File: config.mk
export PLATFORM = sky130hd
export DESIGN_NAME = mem_access_stage
export DESIGN_NICKNAME = d
export VERILOG_FILES = /design/src/rtl/mem_access_stage_pkg.sv /design/src/rtl/mem_lane_align.sv /design/src/rtl/mem_access_stage.sv
export SDC_FILE = /design/constraint.sdc
export NUM_CORES = 1
export LEC_CHECK = 0
export CORE_MARGIN = 1.5
export CORE_UTILIZATION = 36
export DETAILED_ROUTE_END_ITERATION = 7
export GPL_ROUTABILITY_DRIVEN = 0
export PLACE_DENSITY = 0.79
export RECOVER_POWER = 25
export SYNTH_ARGS = -nofsm -noshare
export SYNTH_HDL_FRONTEND = slang
export SYNTH_HIERARCHICAL = 1
export SYNTH_SLANG_ARGS = --single-unit
File: constraint.sdc
create_clock -name clk -period 3.9 [get_ports clk]
set_input_delay 0.78 -clock clk [delete_from_list [all_inputs] [get_ports clk]]
set_output_delay 0.78 -clock clk [all_outputs]
set_load 0.01 [all_outputs]
File: src/rtl/mem_access_stage_pkg.sv
// ----------------------------------------------------------------------------
// mem_access_stage_pkg
// Shared definitions for the memory-access pipeline stage:
//   - DATA_W     : datapath width (32)
//   - SIZE_WORD / SIZE_BYTE : access-size encoding of the *_source_in inputs
//   - state_e    : FSM state encoding (IDLE, ACCESS, WAIT)
//   - lane_onehot: byte-lane one-hot decode of an address offset
// ----------------------------------------------------------------------------
package mem_access_stage_pkg;

    localparam int   DATA_W    = 32;
    localparam logic SIZE_WORD = 1'b0;
    localparam logic SIZE_BYTE = 1'b1;

    typedef enum logic [1:0] {
        IDLE   = 2'd0,
        ACCESS = 2'd1,
        WAIT   = 2'd2
    } state_e;

    // One-hot byte-lane select for a byte offset within a word.
    function automatic logic [3:0] lane_onehot(input logic [1:0] byte_off);
        logic [3:0] lane;
        case (byte_off)
            2'd0:    lane = 4'b0001;
            2'd1:    lane = 4'b0010;
            2'd2:    lane = 4'b0100;
            2'd3:    lane = 4'b1000;
            default: lane = 4'b0000;
        endcase
        return lane;
    endfunction

endpackage

File: src/rtl/mem_lane_align.sv
// ----------------------------------------------------------------------------
// mem_lane_align
// Pure combinational lane steering for the data-memory port.
// Ports:
//   size       in  1   access size (SIZE_WORD / SIZE_BYTE)
//   byte_off   in  2   address bits [1:0]
//   store_data in  32  register store data
//   rdata      in  32  raw read data from memory
//   be         out 4   byte enables (before request gating)
//   wdata      out 32  write data (byte stores replicated to all lanes)
//   load_data  out 32  load result (byte loads zero-extended)
// ----------------------------------------------------------------------------
module mem_lane_align
    import mem_access_stage_pkg::*;
(
    input  logic              size,
    input  logic [1:0]        byte_off,
    input  logic [DATA_W-1:0] store_data,
    input  logic [DATA_W-1:0] rdata,
    output logic [3:0]        be,
    output logic [DATA_W-1:0] wdata,
    output logic [DATA_W-1:0] load_data
);

    // Steer store lanes and extract the addressed load lane.
    always_comb begin
        be        = 4'b1111;
        wdata     = store_data;
        load_data = rdata;
        if (size == SIZE_BYTE) begin
            be    = lane_onehot(byte_off);
            wdata = {4{store_data[7:0]}};
            case (byte_off)
                2'd0:    load_data = {24'd0, rdata[7:0]};
                2'd1:    load_data = {24'd0, rdata[15:8]};
                2'd2:    load_data = {24'd0, rdata[23:16]};
                2'd3:    load_data = {24'd0, rdata[31:24]};
                default: load_data = 32'd0;
            endcase
        end else begin
            be        = 4'b1111;
            wdata     = store_data;
            load_data = rdata;
        end
    end

endmodule

File: src/rtl/mem_access_stage.sv
// ----------------------------------------------------------------------------
// mem_access_stage
// MEM stage of an in-order pipeline: issues one data-memory access per
// load/store through an IDLE -> ACCESS -> WAIT handshake, stalls upstream
// until the access completes, and registers the MEM/WB outputs.
// Optional feature macro: MEM_ALIGN_CHECK_EN -- misaligned word accesses are
// dropped (no request, no stall) and flagged on misalign_out.
// Ports:
//   clk, rst                 clock, async active-low reset
//   *_in                     EX/MEM pipeline inputs (held by upstream on stall)
//   dmem_*                   data-memory request/response port
//   stall_out, pc_src_out    combinational pipeline controls
//   read_data_out .. misalign_out  registered MEM/WB outputs
// ----------------------------------------------------------------------------
module mem_access_stage
    import mem_access_stage_pkg::*;
(
    input  logic        clk,
    input  logic        rst,
    input  logic [31:0] alu_result_in,
    input  logic [31:0] reg_file_out_2_in,
    input  logic [4:0]  register_destination_in,
    input  logic        zero_flag_in,
    input  logic        branch_in,
    input  logic        memory_read_in,
    input  logic        memory_write_in,
    input  logic        memory_read_source_in,
    input  logic        memory_write_source_in,
    input  logic        memory_to_register_in,
    input  logic        reg_write_in,
    output logic        dmem_req,
    output logic        dmem_we,
    output logic [31:0] dmem_addr,
    output logic [31:0] dmem_wdata,
    output logic [3:0]  dmem_be,
    input  logic        dmem_ack,
    input  logic [31:0] dmem_rdata,
    output logic        stall_out,
    output logic        pc_src_out,
    output logic [31:0] read_data_out,
    output logic [31:0] alu_result_out,
    output logic [4:0]  register_destination_out,
    output logic        reg_write_out,
    output logic        memory_to_register_out,
    output logic        misalign_out
);

    state_e      state_q, state_d;
    logic        access_s, size_s, misalign_s, pending_s, complete_s;
    logic [3:0]  be_s;
    logic [31:0] wdata_s, load_data_s;

    logic [31:0] read_data_q, read_data_d;
    logic [31:0] alu_result_q, alu_result_d;
    logic [4:0]  reg_dest_q, reg_dest_d;
    logic        reg_write_q, reg_write_d;
    logic        mem_to_reg_q, mem_to_reg_d;
    logic        misalign_q, misalign_d;

    mem_lane_align u_lane (
        .size       (size_s),
        .byte_off   (alu_result_in[1:0]),
        .store_data (reg_file_out_2_in),
        .rdata      (dmem_rdata),
        .be         (be_s),
        .wdata      (wdata_s),
        .load_data  (load_data_s)
    );

    // Decode the request; a store's size wins if both strobes are set.
    always_comb begin
        access_s = memory_read_in | memory_write_in;
        if (memory_write_in) begin
            size_s = memory_write_source_in;
        end else begin
            size_s = memory_read_source_in;
        end
`ifdef MEM_ALIGN_CHECK_EN
        misalign_s = access_s & (size_s == SIZE_WORD) & (alu_result_in[1:0] != 2'b00);
`else
        misalign_s = 1'b0;
`endif
    end

    // FSM next state, request and stall generation.
    always_comb begin
        state_d    = state_q;
        pending_s  = 1'b0;
        dmem_req   = 1'b0;
        complete_s = 1'b0;
        case (state_q)
            IDLE: begin
                if (access_s & ~misalign_s) begin
                    pending_s = 1'b1;
                    state_d   = ACCESS;
                end else begin
                    state_d   = IDLE;
                end
            end
            ACCESS: begin
                // Any ack here is stale and deliberately ignored.
                pending_s = 1'b1;
                dmem_req  = 1'b1;
                state_d   = WAIT;
            end
            WAIT: begin
                pending_s = 1'b1;
                dmem_req  = 1'b1;
                if (dmem_ack) begin
                    complete_s = 1'b1;
                    state_d    = IDLE;
                end else begin
                    state_d    = WAIT;
                end
            end
            default: begin
                state_d = IDLE;
            end
        endcase
        stall_out  = pending_s & ~complete_s;
        pc_src_out = branch_in & zero_flag_in & ~stall_out;
    end

    // Memory port: enables are gated by the request so they are quiet in IDLE and reset.
    always_comb begin
        dmem_addr  = {alu_result_in[31:2], 2'b00};
        dmem_wdata = wdata_s;
        if (dmem_req) begin
            dmem_we = memory_write_in;
            dmem_be = be_s;
        end else begin
            dmem_we = 1'b0;
            dmem_be = 4'b0000;
        end
    end

    // MEM/WB next values: a bubble while stalled, otherwise the retiring instruction.
    always_comb begin
        read_data_d  = 32'd0;
        alu_result_d = 32'd0;
        reg_dest_d   = 5'd0;
        reg_write_d  = 1'b0;
        mem_to_reg_d = 1'b0;
        misalign_d   = 1'b0;
        if (stall_out) begin
            reg_write_d = 1'b0;
        end else begin
            alu_result_d = alu_result_in;
            reg_dest_d   = register_destination_in;
            mem_to_reg_d = memory_to_register_in;
            if (misalign_s) begin
                misalign_d  = 1'b1;
                reg_write_d = 1'b0;
            end else begin
                reg_write_d = reg_write_in;
                if (complete_s & ~memory_write_in) begin
                    read_data_d = load_data_s;
                end else begin
                    read_data_d = 32'd0;
                end
            end
        end
    end

    // State and MEM/WB registers.
    always_ff @(posedge clk or negedge rst) begin
        if (!rst) begin
            state_q      <= IDLE;
            read_data_q  <= 32'd0;
            alu_result_q <= 32'd0;
            reg_dest_q   <= 5'd0;
            reg_write_q  <= 1'b0;
            mem_to_reg_q <= 1'b0;
            misalign_q   <= 1'b0;
        end else begin
            state_q      <= state_d;
            read_data_q  <= read_data_d;
            alu_result_q <= alu_result_d;
            reg_dest_q   <= reg_dest_d;
            reg_write_q  <= reg_write_d;
            mem_to_reg_q <= mem_to_reg_d;
            misalign_q   <= misalign_d;
        end
    end

    assign read_data_out            = read_data_q;
    assign alu_result_out           = alu_result_q;
    assign register_destination_out = reg_dest_q;
    assign reg_write_out            = reg_write_q;
    assign memory_to_register_out   = mem_to_reg_q;
    assign misalign_out             = misalign_q;

endmodule

# --- After elaboration in Yosys (flattened, before gate mapping) ---
# Cells that the tools add are included.
totals:
  wordCells: 44
  input_bits: 112
  reg_bits: 73
classes:
  n_bitwise: 8
  reduce_logical: 3
  muxes: 22
  eq_ne: 5
ops:
  columns: ["op", "count"]
  rows:
  - ["2-to-1 mux 32 bit", 5]
  - ["case mux 32 bit (4 select lines)", 1]
  - ["case mux 4 bit (4 select lines)", 1]
  - ["2-to-1 mux 1 bit", 9]
  - ["2-to-1 mux 4 bit", 2]
  - ["equality test 2 bit, second input constant", 3]
  - ["case mux 2 bit (3 select lines)", 1]
  - ["2-to-1 mux 5 bit", 1]
  - ["AND 1 bit", 4]
  - ["equality test 2 x 1 -> 1 bit, second input constant", 2]
  - ["logical NOT 2 bit", 2]
  - ["NOT 1 bit", 3]
  - ["2-to-1 mux 2 bit", 1]
  - ["case mux 1 bit (2 select lines)", 1]
  - ["OR reduction 2 bit", 1]
  - ["OR 1 bit", 1]

# --- Depth between registers and ports, before layout ---
# Gate-level depths: netlist (run 1).
depth:
  word_depth: 6
  mapped_depth: 6
  depth_no_buf: 4

# --- Modules after synthesis ---
# The synthesis (run 1) kept the hierarchy.
modules_own_cells:
  columns: ["module", "area_per_inst_um2", "seq_area_each_um2", "cells_each", "instances"]
  rows:
  - ["mem_access_stage", 3205.6, 1826.8, 293, 1]
  - ["mem_lane_align", 810.8, 0.0, 139, 1]

# --- Worst setup path after synthesis (run 1) ---
# No wires, ideal clock.
synth_path:
  path_kind: "in2out"
  startpoint: "input memory_write_in"
  endpoint: "output dmem_wdata[24]"
  stages: 5
  slack_ps: 1264
  n_path_buf: 3
  t_arrival_ps: 1856
  path_cell_list: "mux2_2 -> buf_6 -> clkbuf_1 -> buf_2 -> o21ai_0"
synth_via:
  elab_chain_cells: 2
synth_lines:
  columns: ["item", "line_no", "source"]
  rows:
  - ["start, declared", "mem_access_stage.sv:26", "input logic memory_write_in,"]
  - ["2-to-1 mux 1 bit", "mem_access_stage.sv:73", "if (memory_write_in) begin"]
  - ["2-to-1 mux 32 bit", "mem_lane_align.sv:30", "if (size == SIZE_BYTE) begin"]
  - ["end, declared", "mem_access_stage.sv:34", "output logic [31:0] dmem_wdata,"]
# No other way between the ends.

# --- Final worst setup path (run 1) ---
layout_path:
  startpoint: "input memory_write_in"
  endpoint: "output dmem_be[2]"
layout_via:
  elab_chain_cells: 3
layout_lines:
  columns: ["item", "line_no", "source"]
  rows:
  - ["2-to-1 mux 1 bit", "mem_access_stage.sv:73", null]
  - ["via size_s", "mem_access_stage.sv:49", "logic access_s, size_s, misalign_s, pending_s, complete_s;"]
  - ["2-to-1 mux 4 bit", "mem_lane_align.sv:30", null]
  - ["via be_s[2]", "mem_access_stage.sv:50", "logic [3:0] be_s;"]
  - ["2-to-1 mux 4 bit", "mem_access_stage.sv:128", "if (dmem_req) begin"]
  - ["end, declared", "mem_access_stage.sv:35", "output logic [3:0] dmem_be,"]
# The timed path passes the listed nets, and every way through them passes these cells.

==> flow_summary_export.csv, run 1 <==
group,metric,value,unit
status,status,"finished with violations",
status,violations,"capacitance limit, slew limit",
die,die_x,109,um
placed_design,place_ws,0.286,ns
synth,synth_cell_types,27,
route,drt_iter0_markers,195,
power_and_ir_drop,power.total,3320,uW
power_and_ir_drop,irDropWorstVdd,0.277,mV
timing,rsz0062_at_grt,"no",
die,io_pins,256,
cts,numCtsBuffers,9,
timing,tightest_slew,1.81,ns
setup_path,crit_required,3.12,ns
cts,htreeDepth,3,
setup_path,rr_endpoint,"alu_result_out[22]",
setup_path,cp.arrival,2.85,ns
grt,top_usage_layer,"met2",
run,cap_violations,1,
cells_and_area,final_util,0.599,
cts,cts_num_sinks,73,
grt,antenna_found_initial,0,
die,design.core.area,10800,um^2
timing,hold_violations,0,
setup_path,cp-end-kind,"output pin",
route,drc,0,
min_path,hp-class,"register to register",
power_and_ir_drop,switching_share,0.324,
setup_path,slowest_delay,0.54,ns
timing,final_max_slew_viol_count,74,
cells_and_area,layout_commonest_cell,"clkdlybuf4s50_1",
setup_path,worst-path-buf-inv,3,
setup_path,path_cells,"clkdlybuf4s50_1 > mux2_2 > buf_4 > o21ai_0 > and2_1 > clkdlybuf4s50_1",
synth,postSynthAreaPerCell,9.30,um^2
die,start_util,0.370,
synth,ys_warn_count,6,
grt,grt_pass1_wl,17.2,mm
cells_and_area,area_growth,61.6,%
timing,finalSetupViolCount,0,
die,die_area,11800,um^2
setup_path,cp_top_family,"buffers and inverters",
cts,clkTransAtPathRegs,0.07,ns
timing,final.setup.worst_slack,0.273,ns
cts,cts_hold_buf,0,
placed_design,port_buffers,252,
route,wl_per_cell,14.7,um
min_path,worstHoldEndpoint,"state_q[1]",
die,rows,38,
cts,cts_resized,0,
setup_path,worst-path-max-fanout,30,
timing,maxSlewHeadroom,-0.208,
placed_design,hpwl,8.53,mm
power_and_ir_drop,p_leak,0.00299,uW
setup_path,slowest_stage,"mux2_2",
cells_and_area,final_cell_mix,"clkdlybuf4s50_1 (251), inv_1 (75), dfrtp_1 (73), o22ai_1 (40), nand2b_1 (39)",
cells_and_area,fill_cells,902,
cts,clockRootBuffer,"clkbuf_8",
grt,met2_usage,0.337,
power_and_ir_drop,pwr-share-seq,0.301,
synth,syn_area,4020,um^2
cts,cts_setup_buffers,0,
cells_and_area,n_antenna_cell,0,
placed_design,dpl_cell_area,6260,um^2
synth,synth_seq_cells,73,
timing,fin_crit,3.63,ns
synth,ys_seq_area_frac,0.455,
cells_and_area,nets,750,
setup_path,r2r_start,"state_q[0]",
synth,syn_inst,432,
setup_path,reg2reg_depth,5,
cts,cts_buffer_depth,2,
setup_path,crit_path_frequent_cell,"clkdlybuf4s50_1",
grt,grt_pass1_vias,3641,
timing,fmax,0.276,GHz
cts,cts_tree,"built",
die,die_h,109,um
route,vias,3628,
timing,skew,0.0119,ns
power_and_ir_drop,p_int,2250,uW
timing,setup_tns,0,ns
setup_path,path_class,"input pin to output pin",
grt,grtUsageMet1,0.215,
route,wirelength,11.4,mm
setup_path,crit_path_start_kind,"input pin",
route,via_per_inst,4.65,
timing,finalCritPeriodShare,0.930,
route,dr.pass1.iters,4,
min_path,min-delay-start,"state_q[0]",
grt,grt.overflow.total,0,
grt,grt_usage,0.189,
grt,grt_max_degree,74,
cts,worstSkewPairLatency,0.35,ns
power_and_ir_drop,pwr-share-clk,0.204,
cells_and_area,drive_gt1_frac,0.0438,
setup_path,r2r_slack,2.12,ns
power_and_ir_drop,comb_power_share,0.495,
cells_and_area,final_area,6490,um^2
grt,grtUsageMet3,0.0353,
power_and_ir_drop,power_per_cell_area,512,nW/um^2
route,route.antenna.remaining_nets,0,
power_and_ir_drop,p_sw,1080,uW
min_path,holdPathStages,1,
layout make-up:
class,count,area [um^2],share of cell area
Clock inverter,4,75.1,0.0116
Tap cell,140,175,0.0270
Multi-Input combinational cell,217,1410,0.217
Sequential cell,73,1830,0.281
Inverter,75,282,0.0434
Clock buffer,12,155,0.0239
Timing Repair Buffer,259,2570,0.396
cell usage after synthesis (all sizes together):
cell type  instances  share of area
a21oi              1         0.0022
a222oi             8          0.020
a22o               1         0.0022
and2              38          0.060
and2b              4         0.0075
and3b              1         0.0031
buf               60           0.12
clkbuf             9         0.0087
conb               1        0.00093
dfrtp             73           0.45
ha                 3         0.0093
inv               75          0.070
mux2               1         0.0028
mux2i              8          0.020
nand2              9         0.0084
nand2b            39          0.061
nand3b             1         0.0019
nor2               1        0.00093
nor2b             29          0.045
o21a               2         0.0037
o21ai             28          0.036
o22ai             40          0.062
power by group through the flow:
stage	registers (uW)	clock network (uW)	logic (uW)
floorplan	1110	0	819
global placement	1010	0	1630
detailed placement	1020	0	1660
CTS	1000	696	1670
global route	1020	737	1780
finish	1000	678	1640
per-layer routing:
metal | up-vias | share of wire
met1 | 1694 | 0.38
li1 | 1729 | -
met2 | 182 | 0.52
met4 | 0 | 0.027
met5 | - | 0
met3 | 23 | 0.074
how the worst max path moves through the flow:
stage / from / endpoint / cells past startpoint
floorplan: memory_write_in / dmem_wdata[24] / 5
global placement: memory_write_in / dmem_be[3] / 6
detailed placement: memory_write_in / dmem_be[1] / 6
CTS: memory_write_in / dmem_be[2] / 6
global route: memory_write_in / dmem_be[1] / 6
finish: memory_write_in / dmem_be[2] / 6
kinds of logic (layout without fill, tap and decap cells):
logic type / Yosys count / in the layout / share of synthesized area
buffers and inverters: 144 / 350 / 0.198
and+or+nand+nor: 122 / 122 / 0.188
AOI/OAI and AO/OA: 80 / 80 / 0.126
DFF: 73 / 73 / 0.455
muxes: 9 / 9 / 0.0227
adders and majority gates: 3 / 3 / 0.00935
other: 1 / 3 / 0.000934
registers in the layout, indices dropped and copies added, names as in the netlist:
register / flops
state_q: 2
register_destination_out: 5
alu_result_out: 32
memory_to_register_out: 1
read_data_out: 32
reg_write_out: 1
metrics by stage:
step | hold WS (ns) | cells
finish | 0.588 | 780
global route | 0.623 | 780
CTS | 0.573 | 780
detailed placement | 0.566 | 764
global placement | 0.546 | 764
floorplan | 0.484 | 434
Power figures use the tool's default switching activity.
==> run 2, diff against run 1 <==
--- a/config.mk
+++ b/config.mk
@@ -5,10 +5,10 @@
 export SDC_FILE = /design/constraint.sdc
 export NUM_CORES = 1
 export LEC_CHECK = 0
+export ABC_CLOCK_PERIOD_IN_PS = 3900
 export CORE_MARGIN = 1.5
 export CORE_UTILIZATION = 36
 export DETAILED_ROUTE_END_ITERATION = 7
-export GPL_ROUTABILITY_DRIVEN = 0
 export PLACE_DENSITY = 0.79
 export RECOVER_POWER = 25
 export SYNTH_ARGS = -nofsm -noshare
==> constraint.sdc (replaced) <==
create_clock -name clk -period 3.9 [get_ports clk]
set_input_delay 0.78 -clock clk [delete_from_list [all_inputs] [get_ports clk]]
set_output_delay 0.78 -clock clk [all_outputs]
set_load 0.02 [all_outputs]
==> run 2 against run 1 <==
The flow still finishes with violations (capacitance limit, slew limit). Critical path depth unchanged. Core utilization up 0.058 points. Sequential cell count unchanged. Via count down 0.61%. Clock skew about the same. Global-route usage up 0.22 points. Die area unchanged. Sequential share of layout area about the same. Critical endpoint unchanged.
==> flow_summary_export.csv, run 2 (same netlist as run 1, synthesis figures left out) <==
group,metric,value,unit
timing,hold_violations,0,
die,die_area,11800,um^2
placed_design,place_ws,0.276,ns
route,route.antenna.remaining_nets,0,
setup_path,crit_path_start_kind,"input pin",
grt,grt_max_degree,74,
cts,clockRootBuffer,"clkbuf_8",
cells_and_area,ff_latch_area,1830,um^2
setup_path,crit_path_frequent_cell,"clkdlybuf4s50_1",
setup_path,path_cells,"clkdlybuf4s50_1 > mux2_2 > buf_4 > o21ai_0 > and2_1 > clkdlybuf4s50_1",
cts,htreeDepth,3,
grt,grt_usage,0.191,
power_and_ir_drop,irDropWorstVdd,0.278,mV
timing,fin_crit,3.61,ns
route,drt_iter0_markers,243,
run,cap_violations,1,
timing,fmax,0.277,GHz
die,design.core.area,10800,um^2
route,wirelength,11.3,mm
setup_path,crit_required,3.12,ns
route,drc,0,
setup_path,slowest_delay,0.60,ns
die,die_h,109,um
timing,finalSetupViolCount,0,
power_and_ir_drop,power_per_cell_area,542,nW/um^2
timing,tightest_slew,1.79,ns
timing,skew,0.0117,ns
min_path,holdPathStages,1,
cells_and_area,drive_gt1_frac,0.0468,
cells_and_area,multi_input_area,1410,um^2
cts,numCtsBuffers,9,
grt,grt.overflow.total,0,
grt,grt_pass1_vias,3639,
cts,cts_buffer_depth,2,
cts,cts_num_sinks,73,
timing,final.setup.worst_slack,0.285,ns
cts,cts_tree,"built",
power_and_ir_drop,p_leak,0.00300,uW
route,via_per_inst,4.62,
die,io_pins,256,
setup_path,slowest_stage,"clkdlybuf4s50_1",
route,dr.pass1.iters,7,
timing,finalCritPeriodShare,0.927,
setup_path,worst-path-max-fanout,30,
cts,worstSkewPairLatency,0.34,ns
cells_and_area,final_cell_mix,"clkdlybuf4s50_1 (251), inv_1 (75), dfrtp_1 (73), o22ai_1 (40), nand2b_1 (39)",
die,die_x,109,um
placed_design,gp_congestion,0.797,
cells_and_area,stdcell_count,781,
die,rows,38,
timing,final_max_slew_viol_count,74,
cts,clkTransAtPathRegs,0.07,ns
cells_and_area,layout_commonest_cell,"clkdlybuf4s50_1",
grt,grt_pass1_wl,17.5,mm
status,violations,"capacitance limit, slew limit",
setup_path,worst-path-buf-inv,3,
setup_path,reg2reg_depth,5,
cells_and_area,n_antenna_cell,0,
cts,cts_resized,0,
cells_and_area,area_growth,61.8,%
placed_design,port_buffers,252,
setup_path,path_class,"input pin to output pin",
status,status,"finished with violations",
timing,maxSlewHeadroom,-0.193,
timing,setup_tns,0,ns
die,start_util,0.370,
setup_path,cp_top_family,"buffers and inverters",
placed_design,place_inst,765,
min_path,hp-class,"register to register",
cts,cts_setup_buffers,0,
setup_path,cp.arrival,2.83,ns
route,wl_per_cell,14.5,um
timing,rsz0062_at_grt,"no",
cts,cts_hold_buf,0,
route,vias,3606,
setup_path,cp.depth,6,
grt,antenna_found_initial,0,
placed_design,hpwl,8.57,mm
cells_and_area,nets,751,
cells_and_area,fill_cells,940,
setup_path,cp-end-kind,"output pin",
[run 2: layout make-up]
cell class / instances / area share
inverter: 75 / 0.0433
tap: 140 / 0.0270
timing repair buffer: 260 / 0.397
clock buffer: 11 / 0.0233
sequential: 73 / 0.281
clock inverter: 5 / 0.0119
multi-input combinational: 217 / 0.217
[run 2: per-stage QoR]
stage	hold WS (ns)	instance area (um^2)	total power, uW	utilization
floorplan	0.484	4020	2140	-
global placement	0.544	6270	2850	0.578
detailed placement	0.584	6270	2880	0.578
CTS	0.591	6500	3560	0.600
global route	0.622	6500	3740	0.599
finish	0.602	6500	3520	0.599
[run 2: final timing paths]
path / from / endpoint / slack [ns]
min reg2reg: state_q[0] / state_q[1] / 0.60
max: memory_write_in / dmem_be[2] / 0.29
max reg2reg: state_q[1] / alu_result_out[2] / 2.12
min: state_q[0] / state_q[1] / 0.60
max in group asynchronous: rst / alu_result_out[27] / 1.91
min in group asynchronous: rst / read_data_out[28] / 0.90
[run 2: where the power goes]
| part | leakage (uW) | total, uW | switching [uW] | internal, uW |
|---|---|---|---|---|
| logic | 0.00192 | 1850 | 944 | 908 |
| registers | 0.000971 | 999 | 52.9 | 946 |
| clock network | 0.000115 | 672 | 279 | 393 |
[run 2: worst register-to-register path: cells and delay by family (launching register included)]
family,cells,cell delay (ns)
AOI/OAI and AO/OA,1,0.08
adders and majority gates,1,0.59
and+or+nand+nor,1,0.16
DFF,1,0.40
buffers and inverters,2,0.42
[run 2: routing by layer]
| layer | part of all wire | routed length (um) | GRT usage | vias up |
|---|---|---|---|---|
| met5 | 0 | 0 | 0 | - |
| met4 | 0.025 | 287 | 0.0818 | 0 |
| met1 | 0.37 | 4180 | 0.215 | 1694 |
| met3 | 0.073 | 825 | 0.0395 | 21 |
| met2 | 0.53 | 6030 | 0.349 | 165 |
| li1 | - | - | - | 1726 |
